`config.mk`:
```
export PLATFORM = sky130hd
export DESIGN_NAME = buzzer_scheduler_flat
export DESIGN_NICKNAME = d
export VERILOG_FILES = /design/src/rtl/buzzer_scheduler_if.sv /design/src/rtl/buzzer_scheduler.sv /design/src/flat_wrapper.sv
export SDC_FILE = /design/constraint.sdc
export NUM_CORES = 1
export LEC_CHECK = 0
export ABC_AREA = 1
export CAP_MARGIN = 25
export CORE_UTILIZATION = 55
export CTS_CLUSTER_SIZE = 12
export DETAILED_ROUTE_END_ITERATION = 8
export GPL_TIMING_DRIVEN = 1
export PLACE_DENSITY = 0.82
export SETUP_SLACK_MARGIN = 0.5
export SLEW_MARGIN = 10
export SYNTH_ARGS = -nofsm -noshare
export SYNTH_HDL_FRONTEND = slang
export SYNTH_SLANG_ARGS = --single-unit
```
`constraint.sdc`:
```
create_clock -name clk_1_second -period 3.3 [get_ports clk_1_second]
set_input_delay 0.33 -clock clk_1_second [delete_from_list [all_inputs] [get_ports clk_1_second]]
set_output_delay 0.33 -clock clk_1_second [all_outputs]
set_load 0.02 [all_outputs]
```
`src/rtl/buzzer_scheduler_if.sv`:
```
// Alarm-side bundle of the buzzer scheduler: requests and controls in, pin and status out.
// The master modport is the alarm logic, the slave modport is the scheduler.
interface buzzer_scheduler_if;
   logic [3:0] req;
   logic       cancel;
   logic       mute;
   logic       Buzzer;
   logic       busy;
   logic [1:0] active_id;
   logic [3:0] pending;
   logic       done;

   modport master (
      output req, cancel, mute,
      input  Buzzer, busy, active_id, pending, done
   );

   modport slave (
      input  req, cancel, mute,
      output Buzzer, busy, active_id, pending, done
   );
endinterface

```
`src/rtl/buzzer_scheduler.sv`:
```
// Shares one buzzer pin among four latched alarm sources; the granted source i
// plays i+1 beeps followed by a silent gap, lowest index first, no preemption.
module buzzer_scheduler #(
   parameter int ON_TICKS  = 1,
   parameter int OFF_TICKS = 1,
   parameter int GAP_TICKS = 2
) (
   input  logic              clk_1_second,
   input  logic              reset,
   buzzer_scheduler_if.slave bus
);
   localparam logic [1:0] ST_IDLE = 2'd0;
   localparam logic [1:0] ST_ON   = 2'd1;
   localparam logic [1:0] ST_OFF  = 2'd2;
   localparam logic [1:0] ST_GAP  = 2'd3;

   localparam logic [3:0] ON_LAST  = 4'(ON_TICKS - 1);
   localparam logic [3:0] OFF_LAST = 4'(OFF_TICKS - 1);
   localparam logic [3:0] GAP_LAST = 4'(GAP_TICKS - 1);

   logic [1:0] state_q, state_d;
   logic [3:0] tick_q, tick_d;
   logic [2:0] beeps_q, beeps_d;
   logic       buzz_q, buzz_d;
   logic       done_q, done_d;
   logic [1:0] active_id_q, active_id_d;
   logic [3:0] pending_q, pending_d;

   logic [1:0] grant_idx;
   logic [3:0] grant_mask;

   // Lowest set index wins; scanning downward lets the last hit be the lowest.
   always_comb begin
      grant_idx = 2'd0;
      for (int i = 3; i >= 0; i--) begin
         if (pending_q[i]) grant_idx = 2'(i);
      end
   end

   always_comb begin
      state_d     = state_q;
      tick_d      = tick_q;
      beeps_d     = beeps_q;
      buzz_d      = buzz_q;
      done_d      = 1'b0;
      active_id_d = active_id_q;
      grant_mask  = 4'b0000;

      case (state_q)
         ST_IDLE: begin
            if (|pending_q) begin
               grant_mask  = 4'b0001 << grant_idx;
               active_id_d = grant_idx;
               beeps_d     = {1'b0, grant_idx} + 3'd1;
               buzz_d      = 1'b1;
               tick_d      = 4'd0;
               state_d     = ST_ON;
            end
         end
         ST_ON: begin
            if (tick_q == ON_LAST) begin
               tick_d = 4'd0;
               buzz_d = 1'b0;
               if (beeps_q == 3'd1) begin
                  done_d  = 1'b1;
                  state_d = ST_GAP;
               end else begin
                  beeps_d = beeps_q - 3'd1;
                  state_d = ST_OFF;
               end
            end else begin
               tick_d = tick_q + 4'd1;
            end
         end
         ST_OFF: begin
            if (tick_q == OFF_LAST) begin
               tick_d  = 4'd0;
               buzz_d  = 1'b1;
               state_d = ST_ON;
            end else begin
               tick_d = tick_q + 4'd1;
            end
         end
         ST_GAP: begin
            if (tick_q == GAP_LAST) begin
               tick_d  = 4'd0;
               state_d = ST_IDLE;
            end else begin
               tick_d = tick_q + 4'd1;
            end
         end
         default: begin
            tick_d  = 4'd0;
            buzz_d  = 1'b0;
            state_d = ST_IDLE;
         end
      endcase

      // A request on the grant edge re-queues the granted bit (set wins over clear).
      pending_d = (pending_q & ~grant_mask) | bus.req;

      // Cancel drops everything, including requests sampled on this edge,
      // but keeps the most recent grant visible on active_id.
      if (bus.cancel) begin
         pending_d   = 4'b0000;
         buzz_d      = 1'b0;
         done_d      = 1'b0;
         tick_d      = 4'd0;
         beeps_d     = 3'd0;
         state_d     = ST_IDLE;
         active_id_d = active_id_q;
      end
   end

   always_ff @(posedge clk_1_second) begin
      if (reset) begin
         state_q     <= ST_IDLE;
         tick_q      <= 4'd0;
         beeps_q     <= 3'd0;
         buzz_q      <= 1'b0;
         done_q      <= 1'b0;
         active_id_q <= 2'd0;
         pending_q   <= 4'b0000;
      end else begin
         state_q     <= state_d;
         tick_q      <= tick_d;
         beeps_q     <= beeps_d;
         buzz_q      <= buzz_d;
         done_q      <= done_d;
         active_id_q <= active_id_d;
         pending_q   <= pending_d;
      end
   end

   // Mute gates the pin only, so sequencing and status are unaffected by it.
   assign bus.Buzzer    = buzz_q & ~bus.mute;
   assign bus.busy      = (state_q != ST_IDLE);
   assign bus.active_id = active_id_q;
   assign bus.pending   = pending_q;
   assign bus.done      = done_q;
endmodule

```
`src/flat_wrapper.sv`:
```
// flat-port wrapper written by rule: the top's interface ports become plain ports
module buzzer_scheduler_flat 
#(
   parameter int ON_TICKS  = 1,
   parameter int OFF_TICKS = 1,
   parameter int GAP_TICKS = 2
)
  (clk_1_second, reset, bus_req, bus_cancel, bus_mute, bus_Buzzer, bus_busy, bus_active_id, bus_pending, bus_done);
  buzzer_scheduler_if bus_i ();
  input  logic clk_1_second;
  input  logic reset;
  input wire logic [$bits(bus_i.req)-1:0] bus_req;
  input wire logic [$bits(bus_i.cancel)-1:0] bus_cancel;
  input wire logic [$bits(bus_i.mute)-1:0] bus_mute;
  output wire logic [$bits(bus_i.Buzzer)-1:0] bus_Buzzer;
  output wire logic [$bits(bus_i.busy)-1:0] bus_busy;
  output wire logic [$bits(bus_i.active_id)-1:0] bus_active_id;
  output wire logic [$bits(bus_i.pending)-1:0] bus_pending;
  output wire logic [$bits(bus_i.done)-1:0] bus_done;
  assign bus_i.req = bus_req;
  assign bus_i.cancel = bus_cancel;
  assign bus_i.mute = bus_mute;
  assign bus_Buzzer = bus_i.Buzzer;
  assign bus_busy = bus_i.busy;
  assign bus_active_id = bus_i.active_id;
  assign bus_pending = bus_i.pending;
  assign bus_done = bus_i.done;
  buzzer_scheduler #(.ON_TICKS(ON_TICKS), .OFF_TICKS(OFF_TICKS), .GAP_TICKS(GAP_TICKS)) u_core (.clk_1_second(clk_1_second), .reset(reset), .bus(bus_i));
endmodule
```
Yosys cells after proc, flatten, opt, wreduce, memory -nomap -nowiden
Index checks and enable logic that the tools add are counted.
{"block": "op_classes", "n_addsub": 3, "eq_ne": 10, "n_shift": 1, "mux": 25, "n_bitwise": 8, "reduce_logical": 13}
{"operator": "$mux 4", "count": 5}
{"operator": "$mux 2", "count": 8}
{"operator": "$pmux 4 s3", "count": 1}
{"operator": "$reduce_and 4->1", "count": 3}
{"operator": "$mux 3", "count": 3}
{"operator": "$ne 2x1->1 const B", "count": 4}
{"operator": "$pmux 2 s4", "count": 1}
{"operator": "$reduce_or 4->1", "count": 2}
{"operator": "$pmux 3 s2", "count": 1}
{"operator": "$mux 1", "count": 5}
{"operator": "$add 4x1->4 const B", "count": 1}
{"operator": "$and 4x4->4", "count": 1}
{"operator": "$eq 2x2->1 const B", "count": 2}
{"operator": "$eq 4x1->1 const B", "count": 1}
{"operator": "$logic_not 4->1", "count": 1}
{"operator": "$not 1->1", "count": 4}
{"operator": "$not 4->4", "count": 1}
{"operator": "$or 4x4->4", "count": 1}
{"operator": "$reduce_bool 2->1", "count": 2}
{"operator": "$reduce_or 2->1", "count": 2}
{"operator": "$shl 1x2->4 const A", "count": 1}
{"operator": "$add 2x1->3 const B", "count": 1}
{"operator": "$eq 3x1->1 const B", "count": 1}
{"operator": "$pmux 1 s3", "count": 1}
{"operator": "7 further kinds", "count": 7}
{"block": "totals", "regBits": 17, "input_bits": 8, "output_inout_bits": 9, "elab_cells": 67}

Logic depth before layout (Yosys ltp)
Gate-level depths: netlist of run 1.
{"block": "depth", "word_depth": 10, "depth_mapped": 9, "depth_no_buf": 9}

Worst setup path before layout of run 1
No wires, ideal clock.
{"block": "synth_timing", "path_kind": "flip-flop to flip-flop", "start": "register u_core.pending_q[0] (netlist: u_core.bus.pending[0])", "end": "register u_core.beeps_q[1]", "setup_ps": 119, "t_arrival_ps": 1328, "slack_ps": 1853, "path_stages_with_launch": 10, "n_path_buf": 0, "period_less_slack_ps": 1447, "path_cell_list": "dfxtp_1 nor2_2 inv_1 nor2_1 inv_1 ha_1 nand2_1 o21ai_0 nand2_1 a21oi_2"}
{"block": "synth_between", "elab_chain_cells": 4}
{"item": "from (decl)", "line": "buzzer_scheduler.sv:27", "text": "logic [3:0] pending_q, pending_d;"}
{"item": "from (signal assigned)", "line": "buzzer_scheduler.sv:131", "text": "pending_q <= pending_d;"}
{"item": "$mux 2", "line": "buzzer_scheduler.sv:36", "text": "if (pending_q[i]) grant_idx = 2'(i);"}
{"item": "named net u_core.grant_idx[1]", "line": "buzzer_scheduler.sv:29", "text": "logic [1:0] grant_idx;"}
{"item": "$add 2x1->3", "line": "buzzer_scheduler.sv:54", "text": "beeps_d = {1'b0, grant_idx} + 3'd1;"}
{"item": "$mux 3", "line": "buzzer_scheduler.sv:51", "text": "if (|pending_q) begin"}
{"item": "$pmux 3 s2", "line": "buzzer_scheduler.sv:49", "text": "case (state_q)"}
{"item": "to (signal assigned)", "line": "buzzer_scheduler.sv:127", "text": "beeps_q <= beeps_d;"}
{"item": "to (decl)", "line": "buzzer_scheduler.sv:23", "text": "logic [2:0] beeps_q, beeps_d;"}
The timed path passes the listed nets, and every way through them passes these cells. The select of a mux whose other input is x is not followed.
A chain may end at the register's enable or synchronous reset.

Worst setup path in the final report of run 1
{"block": "layout_timing", "start": "register u_core.state_q[0]", "end": "output port bus_busy"}
{"block": "layout_between", "elab_chain_cells": 1}
{"item": "from (decl)", "line": "buzzer_scheduler.sv:21", "text": "logic [1:0] state_q, state_d;"}
{"item": "from (signal assigned)", "line": "buzzer_scheduler.sv:125", "text": "state_q <= state_d;"}
{"item": "$reduce_bool 2->1", "line": "buzzer_scheduler.sv:137", "text": "assign bus.busy = (state_q != ST_IDLE);"}
{"item": "to (decl)", "line": "flat_wrapper.sv:16", "text": "output wire logic [$bits(bus_i.busy)-1:0] bus_busy;"}
No other way between the ends.

==> flow_metrics.py, run 1 <==
metrics = {
    "die": {
        "horiz_die_dim_um": 45.2,
        "core_region_um2": 1750,
        "floorplan.io_pins": 17,
        "design.die.area_um2": 2040,
        "initial_cell_density_of_the_core": 0.589,
        "core.rowCount": 15,
        "die_height_um": 45.2,
    },
    "critical_path": {
        "chain_of_cells_forming_the_critical_path": "inv_1, ha_1, inv_2, clkdlybuf4s50_1",
        "criticalPathCategory": "flip-flop to output pin",
        "startpoint_type": "flip-flop",
        "timing.critical_path.slowest_stage_cell": "sky130_fd_sc_hd__clkdlybuf4s50_1",
        "worstPathRequired_ns": 2.97,
        "worst_path_dominant_cell_family": "buffers and inverters",
        "timing.critical_path.fanout_max": 7,
        "critical_path_buf_inv_count": 3,
        "arrival_worst_endpoint_ns": 1.86,
        "end_kind": "output pin",
        "critical-path-max-stage-delay_ns": 0.62,
    },
    "sta": {
        "rsz0062_at_grt": "no",
        "timing.clock.skew_ns": 0.00264,
        "tightestPinTransition_ns": 0.403,
        "final-max-slew-violation-count": 0,
        "timing.max_slew.rel_slack": 0.731,
        "final.setup.tns_ns": 0,
        "hold_viol_final": 0,
        "post-route-min-period_ns": 2.19,
        "hold-worst-slack_ns": 0.477,
        "fin_crit_sh": 0.664,
        "final-setup-viol-count": 0,
        "fmax_mhz": 456,
    },
    "finish": {
        "layout.cells.most_common": "sky130_fd_sc_hd__nand2_1",
        "num-nets-final": 186,
        "post_route_cells_drive_above_1_share": 0.103,
        "n_fill_cell": 146,
        "number_of_diodes_added_for_antenna_fixing": 0,
        "mostFrequentLayoutCells": "38 x sky130_fd_sc_hd__nand2_1, 21 x sky130_fd_sc_hd__nor2_1, 18 x sky130_fd_sc_hd__inv_1",
        "area_growth_pct": 20.7,
    },
    "synth": {
        "synth.net_count": 166,
        "synth_cells": 146,
        "yosysSeqAreaShare": 0.331,
        "syn_area_per_cell_um2": 7.04,
        "syn_area_um2": 1030,
        "synth.ff_latch_count": 17,
        "synth.distinct_cells": 20,
        "synth-warning-count": 0,
    },
    "clocking": {
        "cts_resized": 0,
        "cts_setup_buffers": 0,
        "h-tree-depth": 1,
        "holdBufCountCts": 0,
        "cts_tree": "built",
        "clk_latency_ns": 0.28,
        "ctsLongestPathBuffers": 2,
        "path_clk_slew_ns": 0.10,
        "cts_inserted_buffers": 3,
        "clock_tree.root_cell": "sky130_fd_sc_hd__clkbuf_4",
        "cts.sinks": 17,
    },
    "pwr": {
        "powerDensity_nw_per_um2": 367,
        "peakVddDrop_uv": 267,
        "static-leakage-power_nw": 0.555,
    },
    "route": {
        "detailroute.via_count": 925,
        "vias_per_cell": 4.87,
        "ant_nets": 0,
        "drcViolationCount": 0,
        "firstDrtPassIters": 4,
        "drt-initial-drc-count": 22,
        "routedWlPerCell_um": 10.1,
        "detail_route.wirelength_um": 1930,
    },
    "placed_design": {
        "place.gp.congestion": 0.839,
        "detailed_place_hpwl_um": 1520,
        "numPortBuffers": 16,
    },
    "run": {
        "total_of_max_cap_violations": 0,
    },
    "global_routing": {
        "gr-usage-all-layers": 0.217,
        "grt_start_max_net_pins": 12,
        "overflow": 0,
        "grt_pass1_wl_um": 3220,
        "grt_antenna_before_repair": 0,
        "number_of_global_route_vias_before_repair": 780,
    },
    "worst_hold_path": {
        "holdCritPathClass": "flip-flop to flip-flop",
    },
    "status": {
        "outcome": "completed",
    },
}
==> flip-flops by register name (all words and copies together) (netlist names) <==
| name | flops |
|---|---|
| u_core.bus.done | 1 |
| u_core.bus.pending | 4 |
| u_core.tick_q | 4 |
| u_core.bus.active_id | 2 |
| u_core.beeps_q | 3 |
| u_core.state_q | 2 |
| u_core.buzz_q | 1 |
==> worst register-to-register path: stages (launching register included) <==
cell                      delay [ns]
sky130_fd_sc_hd__dfxtp_1        0.36
sky130_fd_sc_hd__nor2_2         0.20
sky130_fd_sc_hd__inv_1          0.09
sky130_fd_sc_hd__nor2_1         0.19
sky130_fd_sc_hd__inv_1          0.07
sky130_fd_sc_hd__ha_1           0.27
sky130_fd_sc_hd__nand2_1        0.06
sky130_fd_sc_hd__o21ai_0        0.07
sky130_fd_sc_hd__nand2_1        0.08
sky130_fd_sc_hd__a21oi_2        0.05
==> synthesized netlist by cell type (all sizes together) <==
cell,instances,area share
xnor2,1,0.0085
a21oi,13,0.071
nor4,1,0.0061
nor2,28,0.13
o31ai,1,0.0073
dfxtp,17,0.33
ha,12,0.15
nand4,1,0.0061
inv,20,0.073
nand2,40,0.15
xor2,2,0.017
nand3,6,0.034
buf,1,0.0049
o21ai,3,0.015
==> layer usage <==
layer	wire length (µm)	vias to the layer above	GRT usage
met5	0	-	0
met4	21	0	0.0545
met3	86	4	0.0480
met2	883	24	0.348
met1	936	404	0.294
li1	-	493	-
==> power by group <==
| group | switching (mW) | internal (mW) |
|---|---|---|
| Sequential | 0.00817 | 0.214 |
| Combinational | 0.0729 | 0.0494 |
| Clock | 0.0640 | 0.0469 |
==> logic make-up (layout without fill, tap and decap cells) <==
logic type,after synthesis,after routing,share of synthesized area
compound gates,17,17,0.0926
xor+xnor,3,3,0.0256
flops,17,17,0.331
buf+inv,21,40,0.0779
fa+ha+maj,12,12,0.146
simple gates,76,76,0.326
==> through the flow <==
step	cells	power, mW	util	setup WS, ns	instance area, µm²
after global routing	190	0.483	0.710	1.00	1240
after global placement	186	0.347	0.695	1.48	1210
after floorplan	146	0.312	-	1.85	1030
after detailed placement	186	0.349	0.695	1.43	1210
after CTS	190	0.461	0.710	1.10	1240
final	190	0.455	0.710	1.11	1240
==> cell type report <==
cell class | instances | area (µm²) | area share
inverters | 20 | 75.1 | 0.0605
flip-flops and latches | 17 | 340 | 0.274
multi-input cells | 108 | 607 | 0.489
repair buffers | 16 | 160 | 0.129
clock buffers | 4 | 26.3 | 0.0212
well taps | 25 | 31.3 | 0.0252
==> path summary, 6_finish.rpt <==
kind | start | endpoint | slack, ns | cells past startpoint
worst max register to register | u_core.bus.pending[0] | u_core.beeps_q[1] | 1.75 | 9
worst min-delay path | u_core.bus.active_id[1] | u_core.bus.active_id[1] | 0.48 | 2
worst min register to register | u_core.bus.active_id[1] | u_core.bus.active_id[1] | 0.48 | 2
worst max-delay path | u_core.state_q[0] | bus_busy | 1.11 | 4
(Power assumes the default switching activity.)
==> inputs of run 2 (changes only) <==
--- a/config.mk
+++ b/config.mk
@@ -7,11 +7,11 @@
 export LEC_CHECK = 0
 export ABC_AREA = 1
 export CAP_MARGIN = 25
-export CORE_UTILIZATION = 55
+export CORE_UTILIZATION = 51
 export CTS_CLUSTER_SIZE = 12
 export DETAILED_ROUTE_END_ITERATION = 8
 export GPL_TIMING_DRIVEN = 1
-export PLACE_DENSITY = 0.82
+export PLACE_DENSITY = 0.77
 export SETUP_SLACK_MARGIN = 0.5
 export SLEW_MARGIN = 10
 export SYNTH_ARGS = -nofsm -noshare
==> constraint.sdc (replaced) <==
create_clock -name clk_1_second -period 2.1 [get_ports clk_1_second]
set_input_delay 0.21 -clock clk_1_second [delete_from_list [all_inputs] [get_ports clk_1_second]]
set_output_delay 0.21 -clock clk_1_second [all_outputs]
set_load 0.02 [all_outputs]
==> run 2 against run 1 <==
  * Power is 58% higher
  * Largest power group unchanged
  * Worst hold slack worse by 0.015 ns
  * Largest cell class unchanged
  * Non-clock buffer count unchanged
  * Highest routed layer unchanged
  * Critical path depth shrank 3
  * Register-to-register slack worse by 1.2 ns
  * Flip-flop and latch count did not move
==> flow_metrics.py, run 2 (synthesis results as in run 1) <==
metrics = {
    "worst_hold_path": {
        "holdCritPathClass": "primary input to flip-flop",
        "min_path_cells": 3,
    },
    "sta": {
        "rsz0062_at_grt": "yes",
        "post-route-min-period_ns": 1.59,
        "fmax_mhz": 627,
        "hold_viol_final": 0,
        "timing.max_slew.rel_slack": 0.738,
        "fin_crit_sh": 0.759,
        "final.setup.tns_ns": 0,
        "timing.clock.skew_ns": 0.00374,
        "final-setup-viol-count": 0,
        "tightestPinTransition_ns": 0.392,
        "final-max-slew-violation-count": 0,
    },
    "finish": {
        "mostFrequentLayoutCells": "38 x sky130_fd_sc_hd__nand2_1, 21 x sky130_fd_sc_hd__nor2_1, 18 x sky130_fd_sc_hd__inv_1",
        "area_growth_pct": 22.0,
        "post_route_cells_drive_above_1_share": 0.133,
        "seqCellArea_um2": 343,
        "area_occupied_by_multi_input_gates_um2": 614,
        "num-nets-final": 186,
        "number_of_diodes_added_for_antenna_fixing": 0,
        "n_fill_cell": 176,
        "layout.cells.most_common": "sky130_fd_sc_hd__nand2_1",
    },
    "placed_design": {
        "place.gp.congestion": 0.789,
        "numPortBuffers": 16,
        "detailed_place_hpwl_um": 1550,
    },
    "pwr": {
        "p_comb_frac": 0.266,
        "powerDensity_nw_per_um2": 575,
        "internal-power_mw": 0.484,
        "peakVddDrop_uv": 325,
        "clockPowerShare": 0.248,
        "static-leakage-power_nw": 0.610,
        "total_net_switching_power_mw": 0.237,
        "post-layout-total-power_mw": 0.721,
        "p_sw_frac": 0.329,
        "power.sequential.fraction": 0.486,
    },
    "clocking": {
        "cts_resized": 7,
        "cts_tree": "built",
        "clock_tree.root_cell": "sky130_fd_sc_hd__clkbuf_4",
        "cts.sinks": 17,
        "cts_inserted_buffers": 3,
        "holdBufCountCts": 0,
        "clk_latency_ns": 0.29,
        "path_clk_slew_ns": 0.10,
        "cts_setup_buffers": 0,
        "ctsLongestPathBuffers": 2,
        "h-tree-depth": 1,
    },
    "die": {
        "core_region_um2": 1800,
        "horiz_die_dim_um": 46.9,
        "core.rowCount": 15,
        "initial_cell_density_of_the_core": 0.570,
        "floorplan.io_pins": 17,
        "die_height_um": 46.9,
        "design.die.area_um2": 2200,
    },
    "global_routing": {
        "grt_antenna_before_repair": 0,
        "grt_pass1_wl_um": 3300,
        "number_of_global_route_vias_before_repair": 853,
        "overflow": 0,
        "grt_start_max_net_pins": 12,
        "gr-usage-all-layers": 0.206,
    },
    "critical_path": {
        "path_depth": 1,
        "critical_path_buf_inv_count": 1,
        "timing.critical_path.slowest_stage_cell": "sky130_fd_sc_hd__clkdlybuf4s50_1",
        "timing.critical_path.fanout_max": 4,
        "end_kind": "output pin",
        "arrival_worst_endpoint_ns": 1.38,
        "criticalPathCategory": "flip-flop to output pin",
        "chain_of_cells_forming_the_critical_path": "clkdlybuf4s50_1",
        "critical-path-max-stage-delay_ns": 0.65,
        "worst_path_dominant_cell_family": "buffers and inverters",
        "startpoint_type": "flip-flop",
        "worstPathRequired_ns": 1.89,
        "r2r.worst_path.cells": 9,
    },
    "route": {
        "routed.top_layer": "met4",
        "firstDrtPassIters": 4,
        "routedWlPerCell_um": 10.7,
        "drt-initial-drc-count": 14,
        "drt-met1-wl_um": 974,
        "detail_route.wirelength_um": 2040,
        "detailroute.wirelength.met2_um": 984,
        "wl_met3_um": 53,
        "drcViolationCount": 0,
        "vias_per_cell": 4.94,
        "detailroute.via_count": 939,
        "ant_nets": 0,
    },
    "run": {
        "total_of_max_cap_violations": 0,
    },
    "status": {
        "outcome": "completed",
    },
}
run 2: per-layer routing:
layer  up-vias  global-route usage
met5         -                   0
met4         0              0.0743
met3         4              0.0231
met2        15               0.350
met1       429               0.269
li1        491                   -
run 2: final cells by class:
class	instances	area share
inverters	20	0.0599
well taps	25	0.0250
flip-flops and latches	17	0.273
clock inverters	1	0.00399
multi-input cells	108	0.490
repair buffers	16	0.130
clock buffers	3	0.0180
run 2: per-stage QoR:
stage          instance area (µm²)  hold WS [ns]  utilization  setup slack (ns)  cells
3_3_place_gp                  1210         0.452        0.674             0.388    186
4_1_cts                       1240         0.457        0.689             0.522    190
6_report                      1250         0.462        0.696             0.506    190
2_1_floorplan                 1030         0.279            -             0.653    146
5_1_grt                       1250         0.479        0.696             0.468    190
3_5_place_dp                  1210         0.466        0.674             0.352    186
run 2: final timing paths:
| path | start | slack [ns] | to |
|---|---|---|---|
| worst min register to register | u_core.bus.active_id[1] | 0.48 | u_core.bus.active_id[1] |
| worst min-delay path | bus_req[3] | 0.46 | u_core.bus.pending[3] |
| worst max register to register | u_core.bus.pending[0] | 0.60 | u_core.beeps_q[1] |
| worst max-delay path | u_core.bus.pending[0] | 0.51 | bus_pending[0] |
run 2: power groups by stage:
stage	registers, mW	logic [mW]	clock network [mW]
2_1_floorplan	0.361	0.129	0
3_3_place_gp	0.356	0.190	0
3_5_place_dp	0.357	0.192	0
4_1_cts	0.350	0.193	0.184
5_1_grt	0.353	0.215	0.198
6_report	0.351	0.191	0.179
